File: config.mk
export PLATFORM = sky130hd
export DESIGN_NAME = rand_share_arb
export DESIGN_NICKNAME = d
export VERILOG_FILES = /design/src/rtl/rand_share_arb.sv
export SDC_FILE = /design/constraint.sdc
export NUM_CORES = 1
export LEC_CHECK = 0
export BUFFER_PORTS_ARGS = -buffer_cell sky130_fd_sc_hd__buf_4
export CAP_MARGIN = 25
export CORE_ASPECT_RATIO = 1.4
export CORE_MARGIN = 2
export CORE_UTILIZATION = 40
export DETAILED_ROUTE_END_ITERATION = 7
export GPL_ROUTABILITY_DRIVEN = 0
export PLACE_DENSITY = 0.71
export SLEW_MARGIN = 20
export SYNTH_ARGS = -nofsm -noshare
export SYNTH_HDL_FRONTEND = slang
export SYNTH_SLANG_ARGS = --single-unit
File: constraint.sdc
create_clock -name clk -period 1.8 [get_ports clk]
set_input_delay 0.09 -clock clk [delete_from_list [all_inputs] [get_ports clk]]
set_output_delay 0.09 -clock clk [all_outputs]
set_load 0.05 [all_outputs]
File: src/rtl/rand_share_arb.sv
// rand_share_arb
// Shares one 16-bit xorshift generator among NREQ requesters. After reset or
// reseed the generator is stepped WARMUP times with the results discarded.
// After that, every grant consumes exactly one fresh generator step.
// Requesters are served round-robin. Grant, number and ack are registered.
module rand_share_arb #(
    parameter int          NREQ         = 4,
    parameter logic [15:0] SEED_DEFAULT = 16'h0004,
    parameter int          WARMUP       = 8
) (
    input  logic            clk,
    input  logic            rst,
    input  logic            seed_load,
    input  logic [15:0]     seed,
    output logic            seed_ack,
    input  logic [NREQ-1:0] req,
    output logic [NREQ-1:0] gnt,
    output logic [15:0]     rnd,
    output logic            rnd_valid,
    output logic            busy
);

    localparam int         PTR_W     = $clog2(NREQ);
    localparam logic [7:0] WARM_LAST = 8'(WARMUP - 1);

    typedef enum logic {
        WARM,
        READY
    } state_t;

    state_t            state, state_next;
    logic [15:0]       x, x_next;
    logic [7:0]        cnt, cnt_next;
    logic [PTR_W-1:0]  ptr, ptr_next;
    logic [NREQ-1:0]   gnt_next;
    logic [15:0]       rnd_next;
    logic              seed_ack_next;

    logic [NREQ-1:0]   eligible;
    logic              found;
    logic [PTR_W-1:0]  winner;

    // One xorshift step. Every shift is truncated to 16 bits.
    function automatic logic [15:0] nxt(input logic [15:0] s);
        logic [15:0] t;
        t = s ^ (s << 3);
        t = t ^ (t >> 11);
        t = t ^ (t << 7);
        return t;
    endfunction

    // Zero would lock the generator, so zero is mapped to one on every load.
    function automatic logic [15:0] fix(input logic [15:0] s);
        return (s == 16'h0000) ? 16'h0001 : s;
    endfunction

    // A requester that is seeing its grant right now cannot win again this cycle.
    assign eligible = req & ~gnt;

    // Round-robin search: first eligible index at or above ptr, otherwise the first from 0.
    always_comb begin
        // NOTE: give every combinational output a default first so no path can infer a latch.
        found  = 1'b0;
        winner = '0;
        for (int i = 0; i < NREQ; i++) begin
            if (!found && eligible[i] && (PTR_W'(i) >= ptr)) begin
                found  = 1'b1;
                winner = PTR_W'(i);
            end
        end
        for (int i = 0; i < NREQ; i++) begin
            if (!found && eligible[i]) begin
                found  = 1'b1;
                winner = PTR_W'(i);
            end
        end
    end

    // State register together with the generator, counter, pointer and registered outputs.
    always_ff @(posedge clk) begin
        // NOTE: use non-blocking assignments so every register samples the values from before the edge.
        if (rst) begin
            state    <= WARM;
            x        <= fix(SEED_DEFAULT);
            cnt      <= '0;
            ptr      <= '0;
            gnt      <= '0;
            rnd      <= '0;
            seed_ack <= 1'b0;
        end else begin
            state    <= state_next;
            x        <= x_next;
            cnt      <= cnt_next;
            ptr      <= ptr_next;
            gnt      <= gnt_next;
            rnd      <= rnd_next;
            seed_ack <= seed_ack_next;
        end
    end

    // Next state: a reseed beats everything, warm-up steps run freely, and grants are issued in READY.
    always_comb begin
        state_next    = state;
        x_next        = x;
        cnt_next      = cnt;
        ptr_next      = ptr;
        gnt_next      = '0;
        rnd_next      = rnd;
        seed_ack_next = 1'b0;

        if (seed_load) begin
            // A reseed in either state restarts warm-up. Pending requests stay pending.
            state_next    = WARM;
            x_next        = fix(seed);
            cnt_next      = '0;
            seed_ack_next = 1'b1;
        end else if (state == WARM) begin
            x_next = nxt(x);
            if (cnt == WARM_LAST) begin
                state_next = READY;
                cnt_next   = '0;
            end else begin
                cnt_next = cnt + 8'd1;
            end
        end else if (found) begin
            gnt_next = NREQ'(1) << winner;
            rnd_next = nxt(x);
            x_next   = nxt(x);
            ptr_next = (winner == PTR_W'(NREQ - 1)) ? '0 : winner + 1'b1;
        end
    end

    // Outputs derived directly from the state and the grant register.
    always_comb begin
        busy      = (state == WARM);
        rnd_valid = |gnt;
    end

endmodule
==> summary by stage <==
Critical path
The path depth of the worst reg2reg path is 5. The maximum cell stage delay along the critical path is 0.41 ns. At the worst endpoint, the arrival time is 1.76 ns. The worst register-to-register path ends at x[3]$_SDFFE_PP0P_. Traced cell by cell, the critical path runs through and2b_1 > nor4_4 > nand2_2 > nand2b_1 > o22ai_1. At the worst endpoint, the required time is 1.98 ns. The kind of launch point of the worst setup path is a flip-flop. Among cell families on the critical path, the largest total delay comes from simple AND/OR/NAND/NOR gates. The slowest cell on the critical path is sky130_fd_sc_hd__dfxtp_1. The worst setup path startpoint is gnt[0]$_SDFF_PP0_.

STA classifies the critical path endpoint as a flip-flop. The destination of the critical timing path is x[3]$_SDFFE_PP0P_. Across all register-to-register paths, the minimum setup slack is 0.22 ns. The startpoint identified for the worst register-to-register timing path is gnt[0]$_SDFF_PP0_.

In this run the worst path has a maximum fanout of 8. The depth of the critical timing path with buffers and inverters included is 5. The worst setup path is of the flip-flop to flip-flop kind. The number of buffer and inverter stages on the critical path is 0.

Finish
Relative to the synthesized area, the layout overhead comes to 19.6%. The final instance area is 2950 um^2. The count of antenna diodes in the layout is 0. In the final design database the tool counted 339 nets.

In the final layout, the share of cells above drive strength 1 is 25.3%.

Power and ir drop
VDD sags by at most 0.620 mV. Dividing total power by cell area gives a power density of 1130 nW/um^2. The final total power is 3340 uW.

The leakage power figure is 0.00114 uW.

Timing
The final total negative setup slack is 0 ns. Timing would allow up to 633 MHz. The worst-case headroom to the max-slew limit is 70.5%. The post-route clock period utilization is 87.8%. The hold violation count in the final report is 0. Across the routed clock network, the largest skew measured is 0.00227 ns. Hold timing on the final database bottoms out at a slack of 0.109 ns. For the pin with the worst max-slew slack, the measured transition is 0.442 ns. The number of endpoints failing setup at the final stage is 0.

The number of max-slew violations in the final report was 0. Setup repair after global routing left no endpoint under its margin. The final critical delay including setup and external delays is 1.58 ns. The worst path setup slack after routing is 0.219 ns.

Clocking
In this run the number of H-tree levels came out at 2. In this run the deepest clock path goes through 2 buffers. The number of setup buffers added after CTS is 0. Once the clock tree was built, the resizer swapped 0 gates to a different size. The clock latency on the worst-skew pair is 0.30 ns.

The library cell used as clock root buffer is sky130_fd_sc_hd__clkbuf_8. After clock tree synthesis, the flow added hold-fix buffers numbering 0. The number of sinks driven by the clock tree is 48. TritonCTS created 5 clock buffers. Clock-pin slew was measured on the worst setup and hold paths at 0.09 ns. The TritonCTS clock tree is yes.

Synthesis
Of all flip-flops after synthesis, the portion carrying an async set or reset was 0%. In the synthesized netlist, the cells that appear most often are sky130_fd_sc_hd__dfxtp_1 (48), sky130_fd_sc_hd__nor2_1 (39), sky130_fd_sc_hd__a21oi_1 (24). Sequential elements use 39.0% of the synthesized area. The fraction of synthesized cell area taken by the top area cell type is 39.0%.

When the netlist entered floorplanning its net count stood at 299. Among all flip-flop cells after synthesis, the most frequent one is sky130_fd_sc_hd__dfxtp_1. In this run the mean area of a mapped cell was 8.96 um^2. The number of warnings printed during yosys synthesis is 0. By instance count, the leading cell after synthesis is sky130_fd_sc_hd__dfxtp_1. Summing every instance area after synthesis gives 2460 um^2. The synthesized instance count is 275. The total of flip-flops plus latches after synthesis is 48. The count of distinct cell types in the synthesized netlist is 46. The count of flip-flops with a built-in enable after synthesis is 0.

In the post-synthesis netlist, the biggest area contributors are sky130_fd_sc_hd__dfxtp_1 (39%), sky130_fd_sc_hd__xnor2_1 (6.8%), sky130_fd_sc_hd__nor2_1 (5.9%). The synthesized design spends more area on one cell type than any other, namely sky130_fd_sc_hd__dfxtp_1.

Global routing
The number of antenna violations at the first check in global routing is 0. Entering global routing, the biggest net connects 41 pins. The total routing usage reported by global routing is 16.7%.

The total overflow reported by the global router is 0. The via count of the first global-routing pass is 1,975. The wire length of the first global-routing pass is 9.31 mm.

Placement
Buffers placed on the I/O ports in this run total 45. In this run the cell area measured after placement is 2840 um^2. Summed over all nets, the half-perimeter wirelength after detailed placement is 3.96 mm.

The worst slack at placement is 0.256 ns.

Routing
Once detail routing completed, the nets flagged for antenna violations numbered 0. The wire length per cell is 14.0 um. The routed design has 5.39 mm of wire.

In the routed design, unresolved DRC markers number 0. The length of the first detailed-routing pass in iterations is 4. The routed via count is 1,998. In this run, the number of DRC markers left after iteration 0 of detailed routing was 129.

After detailed routing, the number of vias per cell comes to 5.18.

Flow run
The max-cap violation count is 0.

Floorplan
The die outline height is 96.9 um. For this design the top-level I/O count stands at 46. The starting density of the core is 41.7%. The floorplan row count is 33. The die covers 6810 um^2. The width of the die is 70.3 um. The core region is 5900 um^2.

Outcome
The flow ran to the end, and the final reports show no timing, DRC or antenna violations.

Worst hold path
In this run the worst hold path is classified as primary input to flip-flop.
## worst min path at each step
stage	start	endpoint	cells after the start	slack, ns
final	seed[4]	x[4]$_SDFFE_PP0P_	3	0.11
after global routing	seed[15]	x[15]$_SDFFE_PP0P_	3	0.12
after CTS	seed[4]	x[4]$_SDFFE_PP0P_	3	0.11
after detailed placement	seed[4]	x[4]$_SDFFE_PP0P_	3	0.41
after global placement	seed[15]	x[15]$_SDFFE_PP0P_	3	0.41
after floorplan	seed[12]	x[12]$_SDFFE_PP0P_	2	0.30
## sequential cells by signal (all words and copies together) (netlist names)
name and count:
cnt 8, gnt 4, ptr 2, rnd 16, seed_ack 1, state 1
x 16
## metal layers
metal / vias to the layer above / global-route usage (%) / wire [um]
met1: 915 / 21.5 / 2350
met2: 55 / 27.6 / 2690
met4: 0 / 5.33 / 78
met5: - / 0 / 0
li1: 1022 / - / -
met3: 6 / 3.23 / 265
## placed cells by master, fill, tap and decap left out, types with 4 or more instances in the layout
master                     count
sky130_fd_sc_hd__nand3_1       5
sky130_fd_sc_hd__o22ai_1       7
sky130_fd_sc_hd__nor3_1        7
sky130_fd_sc_hd__mux2i_1       4
sky130_fd_sc_hd__inv_1         7
sky130_fd_sc_hd__nor2_1       39
sky130_fd_sc_hd__xnor2_2       5
sky130_fd_sc_hd__clkbuf_8      5
sky130_fd_sc_hd__nand2b_1     13
sky130_fd_sc_hd__a211oi_1      4
sky130_fd_sc_hd__xnor2_1      19
sky130_fd_sc_hd__nand2_1      10
sky130_fd_sc_hd__buf_4        48
sky130_fd_sc_hd__nor4_1        4
sky130_fd_sc_hd__xor2_1       12
sky130_fd_sc_hd__dfxtp_1      48
sky130_fd_sc_hd__a211oi_2     11
sky130_fd_sc_hd__a21oi_1      24
## worst min-delay path, delay by kind of cell
family	cells	cell delay, ns
AO/OA/AOI/OAI	2	0.19
buffers and inverters	1	0.09
## layout make-up
class                   instances  area [um^2]
fillers                       566         2960
inverters                       7         26.3
clock inverters                 2         35.0
repair buffers                 48          360
flip-flops and latches         48          961
well taps                      70         87.6
clock buffers                   6         72.6
multi-input cells             205         1400
## per-stage QoR
stage | cells | utilization, %
after floorplan | 275 | -
after global placement | 378 | 48.1
after detailed placement | 378 | 48.1
after CTS | 386 | 49.9
after global routing | 386 | 49.9
final | 386 | 49.9
## where the power goes
group | internal (uW) | switching [uW]
Clock | 413 | 360
Combinational | 571 | 679
Sequential | 1170 | 149
## kinds of logic after synthesis
kind of cell               share of synthesized area [%]
xor gates and xnor gates                            14.3
AOI/OAI and AO/OA                                   17.8
buffers and inverters                               4.32
and+or+nand+nor                                     22.4
DFF                                                 39.0
adders and majority gates                          0.508
muxes                                               1.63
Note: power is estimated with default switching activity, not from simulation.
